**config.mk**
```make
export PLATFORM = sky130hd
export DESIGN_NAME = cgra_cfg_loader
export DESIGN_NICKNAME = d
export VERILOG_FILES = /design/src/rtl/cgra_pkg.sv /design/src/rtl/cgra_cfg_chksum.sv /design/src/rtl/cgra_cfg_loader.sv
export SDC_FILE = /design/constraint.sdc
export NUM_CORES = 1
export LEC_CHECK = 0
export ABC_CLOCK_PERIOD_IN_PS = 6100
export CELL_PAD_IN_SITES_DETAIL_PLACEMENT = 1
export CELL_PAD_IN_SITES_GLOBAL_PLACEMENT = 1
export CORE_ASPECT_RATIO = 1.25
export CORE_MARGIN = 5
export CORE_UTILIZATION = 36
export DETAILED_ROUTE_END_ITERATION = 10
export PLACE_DENSITY = 0.93
export REMOVE_ABC_BUFFERS = 1
export SYNTH_ARGS = -nofsm -noshare
export SYNTH_HDL_FRONTEND = slang
export SYNTH_SLANG_ARGS = --single-unit
```
**constraint.sdc**
```tcl
create_clock -name clk -period 6.1 [get_ports clk]
set_clock_uncertainty 0.05 [all_clocks]
set_input_delay 0.915 -clock clk [delete_from_list [all_inputs] [get_ports clk]]
set_output_delay 0.915 -clock clk [all_outputs]
set_load 0.01 [all_outputs]
```
**src/rtl/cgra_pkg.sv**
```systemverilog
// Shared definitions for the CGRA configuration path.
//   cfg_ldr_state_t     : context loader FSM states
//   CFG_WORD_W          : default config word width
//   CFG_TIMEOUT_DEFAULT : default per-word grant/response timeout in cycles
package cgra_pkg;

    localparam int unsigned CFG_WORD_W          = 32;
    localparam int unsigned CFG_TIMEOUT_DEFAULT = 255;

    typedef enum logic [2:0] {
        StIdle,
        StReq,
        StRsp,
        StDone,
        StError
    } cfg_ldr_state_t;

endpackage

```
**src/rtl/cgra_cfg_chksum.sv**
```systemverilog
// XOR accumulator for context integrity checking.
//   clk, rst_n : clock, synchronous active-low reset
//   clear      : restart the accumulation (new load)
//   acc_en     : fold data into the running XOR
//   data       : current response word
//   match      : running XOR equals data (used when data is the check word)
module cgra_cfg_chksum
    import cgra_pkg::*;
#(
    parameter int unsigned DATA_W = CFG_WORD_W
) (
    input  logic              clk,
    input  logic              rst_n,
    input  logic              clear,
    input  logic              acc_en,
    input  logic [DATA_W-1:0] data,
    output logic              match
);

    logic [DATA_W-1:0] acc_q;

    always_ff @(posedge clk) begin
        if (!rst_n || clear) begin
            acc_q <= '0;
        end else if (acc_en) begin
            acc_q <= acc_q ^ data;
        end
    end

    assign match = (acc_q == data);

endmodule

```
**src/rtl/cgra_cfg_loader.sv**
```systemverilog
// Double-buffered CGRA context loader.
// Fetches one context (NUM_PES*WORDS_PER_PE words) over a single-outstanding read port on the
// rising edge of cfg_load_start and writes it into the shadow PE config bank. A swap pulse
// flips the active bank once the shadow bank holds a complete context.
// Ports:
//   clk, rst_n            : clock, synchronous active-low reset
//   cfg_load_start        : level request; rising edge starts a load
//   cfg_base_addr         : context base address, sampled on the start edge
//   cfg_swap_buffers      : one-cycle swap pulse
//   cfg_load_done         : one-cycle completion pulse
//   cfg_load_error        : error flag, held until the next start edge
//   context_active_buf    : active bank
//   shadow_valid          : shadow bank holds a complete context
//   mem_req/addr/gnt      : read request channel
//   mem_rvalid/rdata/rerr : read response channel
//   pe_cfg_we/bank/addr/data : PE config write port (bank is always the shadow bank)
// Build option: CGRA_CFG_CHECKSUM_EN appends an XOR check word to each context.
module cgra_cfg_loader
    import cgra_pkg::*;
#(
    parameter int unsigned NUM_PES        = 16,
    parameter int unsigned WORDS_PER_PE   = 4,
    parameter int unsigned ADDR_W         = 32,
    parameter int unsigned DATA_W         = CFG_WORD_W,
    parameter int unsigned TIMEOUT_CYCLES = CFG_TIMEOUT_DEFAULT
) (
    input  logic                                    clk,
    input  logic                                    rst_n,
    input  logic                                    cfg_load_start,
    input  logic [ADDR_W-1:0]                       cfg_base_addr,
    input  logic                                    cfg_swap_buffers,
    output logic                                    cfg_load_done,
    output logic                                    cfg_load_error,
    output logic                                    context_active_buf,
    output logic                                    shadow_valid,
    output logic                                    mem_req,
    output logic [ADDR_W-1:0]                       mem_addr,
    input  logic                                    mem_gnt,
    input  logic                                    mem_rvalid,
    input  logic [DATA_W-1:0]                       mem_rdata,
    input  logic                                    mem_rerr,
    output logic                                    pe_cfg_we,
    output logic                                    pe_cfg_bank,
    output logic [$clog2(NUM_PES*WORDS_PER_PE)-1:0] pe_cfg_addr,
    output logic [DATA_W-1:0]                       pe_cfg_data
);

    localparam int unsigned TOTAL = NUM_PES * WORDS_PER_PE;
    localparam int unsigned PE_AW = $clog2(TOTAL);
`ifdef CGRA_CFG_CHECKSUM_EN
    localparam int unsigned NUM_WORDS = TOTAL + 1;
`else
    localparam int unsigned NUM_WORDS = TOTAL;
`endif
    localparam int unsigned IDX_W = $clog2(NUM_WORDS);
    localparam int unsigned TMO_W = $clog2(TIMEOUT_CYCLES + 1);
    localparam logic [ADDR_W-1:0] STRIDE = ADDR_W'(DATA_W / 8);

    cfg_ldr_state_t state_q, state_d;
    logic              start_q;
    logic [ADDR_W-1:0] base_q, base_d;
    logic [IDX_W-1:0]  idx_q, idx_d;
    logic [TMO_W-1:0]  tmo_q, tmo_d;
    logic              active_q, active_d;
    logic              sv_q, sv_d;
    logic              we_q, we_d;
    logic [PE_AW-1:0]  waddr_q, waddr_d;
    logic [DATA_W-1:0] wdata_q, wdata_d;

    logic start_edge;
    logic load_go;
    logic last_word;
    logic tmo_hit;
    logic wr;

    assign start_edge = cfg_load_start & ~start_q;
    assign load_go    = start_edge & ((state_q == StIdle) | (state_q == StError));
    assign last_word  = (idx_q == IDX_W'(NUM_WORDS - 1));
    assign tmo_hit    = (tmo_q == TMO_W'(TIMEOUT_CYCLES - 1));

`ifdef CGRA_CFG_CHECKSUM_EN
    logic chk_match;

    // Only data words are folded in; the final (check) word is compared against the sum.
    cgra_cfg_chksum #(
        .DATA_W (DATA_W)
    ) u_chksum (
        .clk    (clk),
        .rst_n  (rst_n),
        .clear  (load_go),
        .acc_en (state_q == StRsp && mem_rvalid && !mem_rerr && !last_word),
        .data   (mem_rdata),
        .match  (chk_match)
    );
`endif

    always_comb begin
        state_d  = state_q;
        base_d   = base_q;
        idx_d    = idx_q;
        active_d = active_q;
        sv_d     = sv_q;
        wr       = 1'b0;

        // Swap is evaluated before the load start so a same-cycle start targets the new shadow.
        if (cfg_swap_buffers && sv_q) begin
            active_d = ~active_q;
            sv_d     = 1'b0;
        end

        unique case (state_q)
            StIdle, StError: begin
                if (load_go) begin
                    base_d  = cfg_base_addr;
                    idx_d   = '0;
                    sv_d    = 1'b0;
                    state_d = StReq;
                end
            end
            StReq: begin
                if (mem_gnt) begin
                    state_d = StRsp;
                end else if (tmo_hit) begin
                    state_d = StError;
                end
            end
            StRsp: begin
                if (mem_rvalid) begin
                    if (mem_rerr) begin
                        state_d = StError;
                    end else if (last_word) begin
`ifdef CGRA_CFG_CHECKSUM_EN
                        state_d = chk_match ? StDone : StError;
`else
                        wr      = 1'b1;
                        state_d = StDone;
`endif
                    end else begin
                        wr      = 1'b1;
                        idx_d   = idx_q + IDX_W'(1);
                        state_d = StReq;
                    end
                end else if (tmo_hit) begin
                    state_d = StError;
                end
            end
            StDone: begin
                sv_d    = 1'b1;
                state_d = StIdle;
            end
            default: state_d = StIdle;
        endcase

        // Per-word timeout counter restarts whenever the state changes.
        if ((state_q == StReq || state_q == StRsp) && state_d == state_q) begin
            tmo_d = tmo_q + TMO_W'(1);
        end else begin
            tmo_d = '0;
        end

        we_d    = wr;
        waddr_d = wr ? PE_AW'(idx_q) : waddr_q;
        wdata_d = wr ? mem_rdata : wdata_q;
    end

    always_ff @(posedge clk) begin
        if (!rst_n) begin
            state_q  <= StIdle;
            start_q  <= 1'b0;
            base_q   <= '0;
            idx_q    <= '0;
            tmo_q    <= '0;
            active_q <= 1'b0;
            sv_q     <= 1'b0;
            we_q     <= 1'b0;
            waddr_q  <= '0;
            wdata_q  <= '0;
        end else begin
            state_q  <= state_d;
            start_q  <= cfg_load_start;
            base_q   <= base_d;
            idx_q    <= idx_d;
            tmo_q    <= tmo_d;
            active_q <= active_d;
            sv_q     <= sv_d;
            we_q     <= we_d;
            waddr_q  <= waddr_d;
            wdata_q  <= wdata_d;
        end
    end

    assign mem_req            = (state_q == StReq);
    assign mem_addr           = mem_req ? (base_q + ADDR_W'(idx_q) * STRIDE) : '0;
    assign cfg_load_done      = (state_q == StDone);
    assign cfg_load_error     = (state_q == StError);
    assign context_active_buf = active_q;
    assign shadow_valid       = sv_q;
    assign pe_cfg_we          = we_q;
    assign pe_cfg_bank        = ~active_q;
    assign pe_cfg_addr        = waddr_q;
    assign pe_cfg_data        = wdata_q;

endmodule

```
Word level (Yosys, flattened, before mapping)
Cells that the tools add are included.
Word-level totals
  bits of input ports: 71
  flip-flop bits (word level): 91
  output and inout bits: 77
Operators by class
  muxes and demuxes: 19
  equality and inequality tests: 11
  reduce and logical (&&, ||, !) cells: 9
  bitwise operators: 5
  add/sub/neg operators: 3
Operators by type and width (count)
  adder 32 x 8 -> 32 bit: 1
  two-way mux 32 bit: 1
  two-way mux 6 bit: 4
  two-way mux 3 bit: 5
  case mux 6 bit (2 select lines): 1
  case mux 3 bit (3 select lines): 1
  adder 8 x 1 -> 8 bit (second input constant): 1
  equality test 8 bit (second input constant): 1
  != test 2 bit (second input constant): 4
  adder 6 x 1 -> 6 bit (second input constant): 1
  equality test 3 x 2 -> 1 bit (second input constant): 2
  equality test 6 bit (second input constant): 1
  two-way mux 1 bit: 5
  AND reduction 5 bit: 1
  AND reduction 2 bit: 2
  equality test 3 x 1 -> 1 bit (second input constant): 1
  equality test 3 bit: 1
  equality test 3 bit (second input constant): 1
  logical NOT 3 bit: 1
  AND 1 bit: 2
  logical AND 1 bit: 2
  two-way mux 2 bit: 1
  NOT 1 bit: 2
  case mux 1 bit (2 select lines): 1
  other kinds (4): 4

Logic depth before layout (Yosys ltp)
Gate-level depths: netlist of run 1.
  word-level depth: 8
  depth in mapped cells: 8

Worst setup path before layout of run 1
No wires, ideal clock.
  kind: register to output
  start: register idx_q[0]
  end: output mem_addr[26]
  required time: 5.135 ns
  stages on the path, launching flop included: 9
  data arrival time: 2.429 ns
  path slack: 2.706 ns
  buffers on the path: 0
  cells stage by stage: dfxtp_1 ha_1 inv_1 fa_1 nand2b_1 a21oi_1 o211ai_4 or3_1 a21oi_1
Between the ends
  cells in the longest elaborated chain, start to end: 2
RTL lines
  start: declaration: RTL line cgra_cfg_loader.sv:62  | logic [IDX_W-1:0] idx_q, idx_d;
  start signal: assignment: RTL line cgra_cfg_loader.sv:182  | idx_q <= idx_d;
  adder 32 x 8 -> 32 bit: RTL line cgra_cfg_loader.sv:193  | assign mem_addr = mem_req ? (base_q + ADDR_W'(idx_q) * STRIDE) : '0;
  two-way mux 32 bit: RTL line cgra_cfg_loader.sv:193
  end: declaration: RTL line cgra_cfg_loader.sv:37  | output logic [ADDR_W-1:0] mem_addr,
Every way passes these cells.

Worst setup path in the final report of run 1
  start: register idx_q[0]
  end: output mem_addr[30]
Same word-level chain as after synthesis.

==> results of run 1 <==
[metrics by stage]
stage	std cells	area (um^2)	power (mW)
floorplan	523	4330	0.702
global placement	839	6050	0.787
detailed placement	839	6050	0.797
CTS	855	6360	1.38
global route	855	6360	1.42
finish	855	6360	1.36
[synth_stat cells (all sizes together) (2+ instances only)]
library cell | instances | share of area
o21a | 5 | 0.0084
and2 | 7 | 0.0098
o2111ai | 9 | 0.018
or3 | 6 | 0.0084
nor3b | 3 | 0.0051
a21oi | 15 | 0.017
and3 | 7 | 0.010
nand2b | 6 | 0.0084
a21boi | 72 | 0.12
nor2b | 4 | 0.0056
nand2 | 156 | 0.13
xnor2 | 7 | 0.014
nor3 | 6 | 0.0067
or4 | 2 | 0.0034
xor2 | 24 | 0.047
nand3 | 8 | 0.0090
dfxtp | 91 | 0.41
nand4 | 7 | 0.013
buf | 6 | 0.0059
inv | 8 | 0.0067
clkbuf | 25 | 0.021
o21ai | 7 | 0.0079
o211ai | 10 | 0.020
ha | 9 | 0.025
nor2 | 40 | 0.034
[metal layers]
layer	wire [um]	vias to the layer above	part of all wire	track usage
met5	0	-	0	0
met4	284	0	0.019	0.0748
met2	7560	141	0.52	0.367
met3	1320	22	0.091	0.0713
met1	5450	2103	0.37	0.205
li1	-	2127	-	-
[path summary, 6_finish.rpt]
check | from | to | slack, ps | cells past startpoint
max | idx_q[0]$_SDFFE_PN0P_ | mem_addr[30] | 1390 | 9
min | pe_cfg_data[18]$_SDFFE_PN0P_ | pe_cfg_data[18]$_SDFFE_PN0P_ | 400 | 2
min reg2reg | pe_cfg_data[18]$_SDFFE_PN0P_ | pe_cfg_data[18]$_SDFFE_PN0P_ | 400 | 2
max reg2reg | state_q[0]$_SDFF_PN0_ | tmo_q[1]$_SDFF_PN0_ | 3400 | 5
[flip-flops by register name, indices dropped and copies added, names as in the netlist]
signal and cells:
shadow_valid 1, pe_cfg_data 32, context_active_buf 1, state_q 3, start_q 1, pe_cfg_we 1, pe_cfg_addr 6, idx_q 6
base_q 32, tmo_q 8
[power by group through the flow]
stage	clock network (mW)	registers (mW)	logic (mW)
after detailed placement	0	0.645	0.152
after CTS	0.594	0.631	0.153
final	0.577	0.632	0.151
after floorplan	0	0.640	0.0624
after global routing	0.618	0.634	0.165
after global placement	0	0.643	0.145
[cells by family after synthesis]
group | Yosys count | synth area share
adder cells (fa/ha/maj) | 10 | 0.0298
buffers and inverters | 39 | 0.0337
XOR/XNOR | 31 | 0.0610
AND/OR/NAND/NOR | 256 | 0.256
flip-flops | 91 | 0.409
multiplexers | 1 | 0.00225
AO/OA/AOI/OAI | 126 | 0.208
[area by class of cell]
type                            count  area share
Clock inverter                      3     0.00708
Multi-Input combinational cell    424       0.391
Clock buffer                       13      0.0425
Tap cell                          164      0.0322
Timing Repair Buffer              152       0.236
Sequential cell                    91       0.286
Inverter                            8     0.00472
[critical path, stage by stage (launching register included)]
cell	delay (ps)
sky130_fd_sc_hd__dfxtp_1	440
sky130_fd_sc_hd__ha_1	220
sky130_fd_sc_hd__inv_1	60
sky130_fd_sc_hd__fa_1	390
sky130_fd_sc_hd__nand2b_1	180
sky130_fd_sc_hd__a21oi_1	880
sky130_fd_sc_hd__o211ai_4	140
sky130_fd_sc_hd__or3_1	380
sky130_fd_sc_hd__a21oi_1	150
sky130_fd_sc_hd__clkdlybuf4s50_1	580
==> flow_summary.toml, run 1 <==
[run_status]
run_status = "completed"

[job]
maxCapViolations = 0

[yosys]
prevailing_post_synth_register_cell = "sky130_fd_sc_hd__dfxtp_1"
number_of_storage_elements_in_the_synthesis_netlist = 91
ys_seq_area_frac = 0.409
post_synth.cell_area_avg_um2 = 8.04
syn-cell-area_mm2 = 0.00445
number_of_enable_flip_flop_cells_after_synthesis = 0
synth_cell_types = 45
synth-warning-count = 0
share_of_flip_flops_with_an_asynchronous_set_or_reset = 0
synth_cells = 554

[grt]
grt_first_pass_wirelength_um = 23400
grt_antenna_before_repair = 0
globalRouteOverflowTotal = 0
grt_max_degree = 54
grt_pass1_vias = 4725
grt_usage = 0.200

[finish]
layout.cells.most_common = "sky130_fd_sc_hd__nand2_1"
area_of_combinational_cells_with_multiple_inputs_mm2 = 0.00249
share_of_cells_above_drive_strength_1 = 0.0420
final_cell_mix = "sky130_fd_sc_hd__nand2_1 (156), sky130_fd_sc_hd__clkdlybuf4s50_1 (146), sky130_fd_sc_hd__dfxtp_1 (91), sky130_fd_sc_hd__a21boi_1 (54), sky130_fd_sc_hd__nor2_1 (39)"
final.fill_count = 1479
final_nets = 767
final_util = 0.523
synthToLayoutAreaGrowth_pct = 42.9
antenna_cells = 0
seq_area_mm2 = 0.00182

[floorplan]
start_util = 0.366
die_area_mm2 = 0.0147
die-width_um = 109
core_area_mm2 = 0.0122
die_height_um = 134
floorplan.rows = 45
io-pin-count = 148

[power_and_ir_drop]
power_density_mw_per_mm2 = 214
switching_share = 0.233
net-switching-power_mw = 0.316
power_frac_seq = 0.465
power.leakage_nw = 2.19
clk_network_pwr_share = 0.424
p_int_mw = 1.04
ir_drop_v = 0.000129
comb_power_share = 0.111

[clock_tree]
cts.path.max_buffers = 2
cts.sinks = 91
clk_latency_ps = 340
cts-htree-levels = 3
tritoncts = "yes"
root_buffer = "sky130_fd_sc_hd__clkbuf_16"
cts_hold_repair.buffers = 0
cts-buffers-inserted = 9
clkTransAtPathRegs_ps = 60
cts_repair_resize_count = 0
post_cts.repair.setup_buffers = 0

[worst_hold_path]
hold_path_class = "register to register"

[routing]
drt-vias-per-instance = 5.14
drt_first_iter_violations = 90
post_detailed_route_count_of_antenna_violating_nets = 0
drt-pass1-iter-count = 4
route.detailed.wl_per_inst_um = 17.1
drc_errors = 0
detail_route.wirelength_um = 14600
vias = 4393

[place]
dp_worst_setup_slack_ps = 1780
finalWeightedCongestion = 0.867
io_buffers = 147
detailed_place_hpwl_um = 11000

[setup_path]
worst-endpoint-arrival_ps = 3750
worst_setup_path_start_kind = "register"
type_of_destination_of_the_critical_path = "output pin"
critical_path_class = "register to output pin"
critPathMaxFanout = 10
required_ps = 5130

[timing]
worst_slack_ps = 1390
max_clock_freq_mhz = 212
timing_max_transition_violations_final = 0
final.min_clock_period_ps = 4710
finalSetupTns_ps = 0
rsz_0062_raised_after_global_routing = "false"
fin_crit_sh = 0.773
final.hold.worst_slack_ps = 401
max-slew-margin-rel = 0.202
report.final.hold_viol_count = 0
worst_slew_pin_slew_ps = 1200
report.final.setup_viol = 0
Power figures use the tool's default switching activity.
==> inputs of run 2 (changes only) <==
--- a/config.mk
+++ b/config.mk
@@ -5,14 +5,14 @@
 export SDC_FILE = /design/constraint.sdc
 export NUM_CORES = 1
 export LEC_CHECK = 0
-export ABC_CLOCK_PERIOD_IN_PS = 6100
+export ABC_CLOCK_PERIOD_IN_PS = 4800
 export CELL_PAD_IN_SITES_DETAIL_PLACEMENT = 1
 export CELL_PAD_IN_SITES_GLOBAL_PLACEMENT = 1
 export CORE_ASPECT_RATIO = 1.25
 export CORE_MARGIN = 5
-export CORE_UTILIZATION = 36
+export CORE_UTILIZATION = 33
 export DETAILED_ROUTE_END_ITERATION = 10
-export PLACE_DENSITY = 0.93
+export PLACE_DENSITY = 0.86
 export REMOVE_ABC_BUFFERS = 1
 export SYNTH_ARGS = -nofsm -noshare
 export SYNTH_HDL_FRONTEND = slang
==> constraint.sdc (replaced) <==
create_clock -name clk -period 4.8 [get_ports clk]
set_clock_uncertainty 0.05 [all_clocks]
set_input_delay 0.72 -clock clk [delete_from_list [all_inputs] [get_ports clk]]
set_output_delay 0.72 -clock clk [all_outputs]
set_load 0.01 [all_outputs]
==> run 2 against run 1 <==
Cell area grew 0.81%. Utilization fell by 3.8 points. Non-clock buffer count is 4 higher. Flip-flop and latch count stayed put. Critical path type unchanged. Critical endpoint is now mem_addr[26]. Largest cell class unchanged. Largest power group unchanged.
==> flow_summary.toml, run 2 (same netlist as run 1, synthesis figures left out) <==
[grt]
globalRouteOverflowTotal = 0
grt_max_degree = 49
grt_usage = 0.181
grt_first_pass_wirelength_um = 23300
global_route.peak_usage_layer = "met2"
global_route.usage.met2 = 0.334
grt_antenna_before_repair = 0
globalRouteMet1Util = 0.185
use_met3 = 0.0647
grt_pass1_vias = 4702

[floorplan]
die_height_um = 140
die-width_um = 114
io-pin-count = 148
core_area_mm2 = 0.0132
floorplan.rows = 47
die_area_mm2 = 0.0159
start_util = 0.336

[finish]
layout.cells.most_common = "sky130_fd_sc_hd__nand2_1"
final.fill_count = 1578
final_nets = 771
antenna_cells = 0
synthToLayoutAreaGrowth_pct = 44.1
final_cell_mix = "sky130_fd_sc_hd__nand2_1 (156), sky130_fd_sc_hd__clkdlybuf4s50_1 (146), sky130_fd_sc_hd__dfxtp_1 (91), sky130_fd_sc_hd__a21boi_1 (54), sky130_fd_sc_hd__nor2_1 (39)"
post_layout_nonfiller_instances = 866
share_of_cells_above_drive_strength_1 = 0.0489

[place]
place_inst = 850
io_buffers = 147
detailed_place_hpwl_um = 10500
finalWeightedCongestion = 0.783

[setup_path]
worstReg2RegStart = "state_q[1]$_SDFF_PN0_"
critPathTopFamily = "compound AO/OA/AOI/OAI gates"
r2r_slack_ps = 2360
required_ps = 4030
cpMaxStageDelayCell = "sky130_fd_sc_hd__a21oi_1"
critPathBufInv = 2
max_stage_delay_ps = 610
critical_path_class = "register to output pin"
critPathMaxFanout = 6
worst-endpoint-arrival_ps = 3470
type_of_destination_of_the_critical_path = "output pin"
r2r-end = "tmo_q[7]$_SDFF_PN0_"
timing.reg2reg.worst_path_depth = 4
critical_path_cell_by_cell = "ha_1, inv_1, fa_1, nand2b_1, a21oi_1, o211ai_4, or3_1, a21oi_1, clkdlybuf4s50_1"
critPathMostFrequentCell = "sky130_fd_sc_hd__a21oi_1"
worst_setup_path_start_kind = "register"

[power_and_ir_drop]
power.leakage_nw = 2.23
power_density_mw_per_mm2 = 276
fin_total_pwr_mw = 1.77
ir_drop_v = 0.000140

[timing]
final.min_clock_period_ps = 4240
timing_max_transition_violations_final = 0
max_clock_freq_mhz = 236
worst_slew_pin_slew_ps = 959
fin_crit_sh = 0.884
max-slew-margin-rel = 0.360
finalSetupTns_ps = 0
report.final.setup_viol = 0
report.final.hold_viol_count = 0
final.hold.worst_slack_ps = 403
rsz_0062_raised_after_global_routing = "false"

[routing]
detail_route.wirelength_um = 14200
route.detailed.wl_per_inst_um = 16.4
drc_errors = 0
drt_first_iter_violations = 143
drt-pass1-iter-count = 5
drt-vias-per-instance = 5.04
post_detailed_route_count_of_antenna_violating_nets = 0
vias = 4363

[clock_tree]
cts_repair_resize_count = 0
cts_hold_repair.buffers = 0
cts-buffers-inserted = 9
cts-htree-levels = 3
root_buffer = "sky130_fd_sc_hd__clkbuf_16"
clk_latency_ps = 340
clkTransAtPathRegs_ps = 60
tritoncts = "yes"
cts.path.max_buffers = 2
post_cts.repair.setup_buffers = 0
cts.sinks = 91

[worst_hold_path]
hold-path-cell-count = 2
hold_path_class = "register to register"
worstHoldEndpoint = "pe_cfg_data[4]$_SDFFE_PN0P_"
worstHoldStart = "pe_cfg_data[4]$_SDFFE_PN0P_"

[job]
maxCapViolations = 0

[run_status]
run_status = "completed"
==> run 2: worst min-delay path, cell delays in order (launching register included) <==
cell and delay [ps]:
sky130_fd_sc_hd__dfxtp_1 310, sky130_fd_sc_hd__nand2_1 50, sky130_fd_sc_hd__a21boi_1 50
==> run 2: report_power, final <==
group          switching (mW)  internal, mW
Clock                   0.295         0.482
Combinational          0.0875         0.104
Sequential             0.0253         0.777
==> run 2: how the worst max path moves through the flow <==
stage	startpoint	endpoint	slack (ps)	cells after the start
after floorplan	cfg_load_start	idx_q[5]$_SDFFE_PN0P_	1340	5
after global placement	idx_q[0]$_SDFFE_PN0P_	mem_addr[30]	1060	9
after detailed placement	idx_q[0]$_SDFFE_PN0P_	mem_addr[26]	890	9
after CTS	idx_q[0]$_SDFFE_PN0P_	mem_addr[26]	520	9
after global routing	idx_q[0]$_SDFFE_PN0P_	mem_addr[26]	360	9
final	idx_q[0]$_SDFFE_PN0P_	mem_addr[26]	560	9
==> run 2: area by class of cell <==
class                   count  area, um^2  area share
repair buffers            156        1530       0.239
inverters                   8        30.0     0.00468
flip-flops and latches     91        1820       0.284
clock inverters             5        75.1      0.0117
well taps                 171         214      0.0334
multi-input cells         424        2490       0.388
clock buffers              11         253      0.0394
==> run 2: routing by layer <==
metal | part of all wire | wire length [um] | vias to the layer above
met3 | 0.084 | 1200 | 19
li1 | - | - | 2142
met2 | 0.52 | 7370 | 117
met5 | 0 | 0 | -
met4 | 0.020 | 287 | 0
met1 | 0.38 | 5350 | 2085
==> run 2: stage by stage <==
step / util / area, um^2 / setup WS, ps
after CTS: 0.485 / 6410 / 519
after detailed placement: 0.460 / 6090 / 894
after global routing: 0.485 / 6410 / 357
final: 0.485 / 6410 / 557
after floorplan: - / 4330 / 1340
after global placement: 0.460 / 6090 / 1060
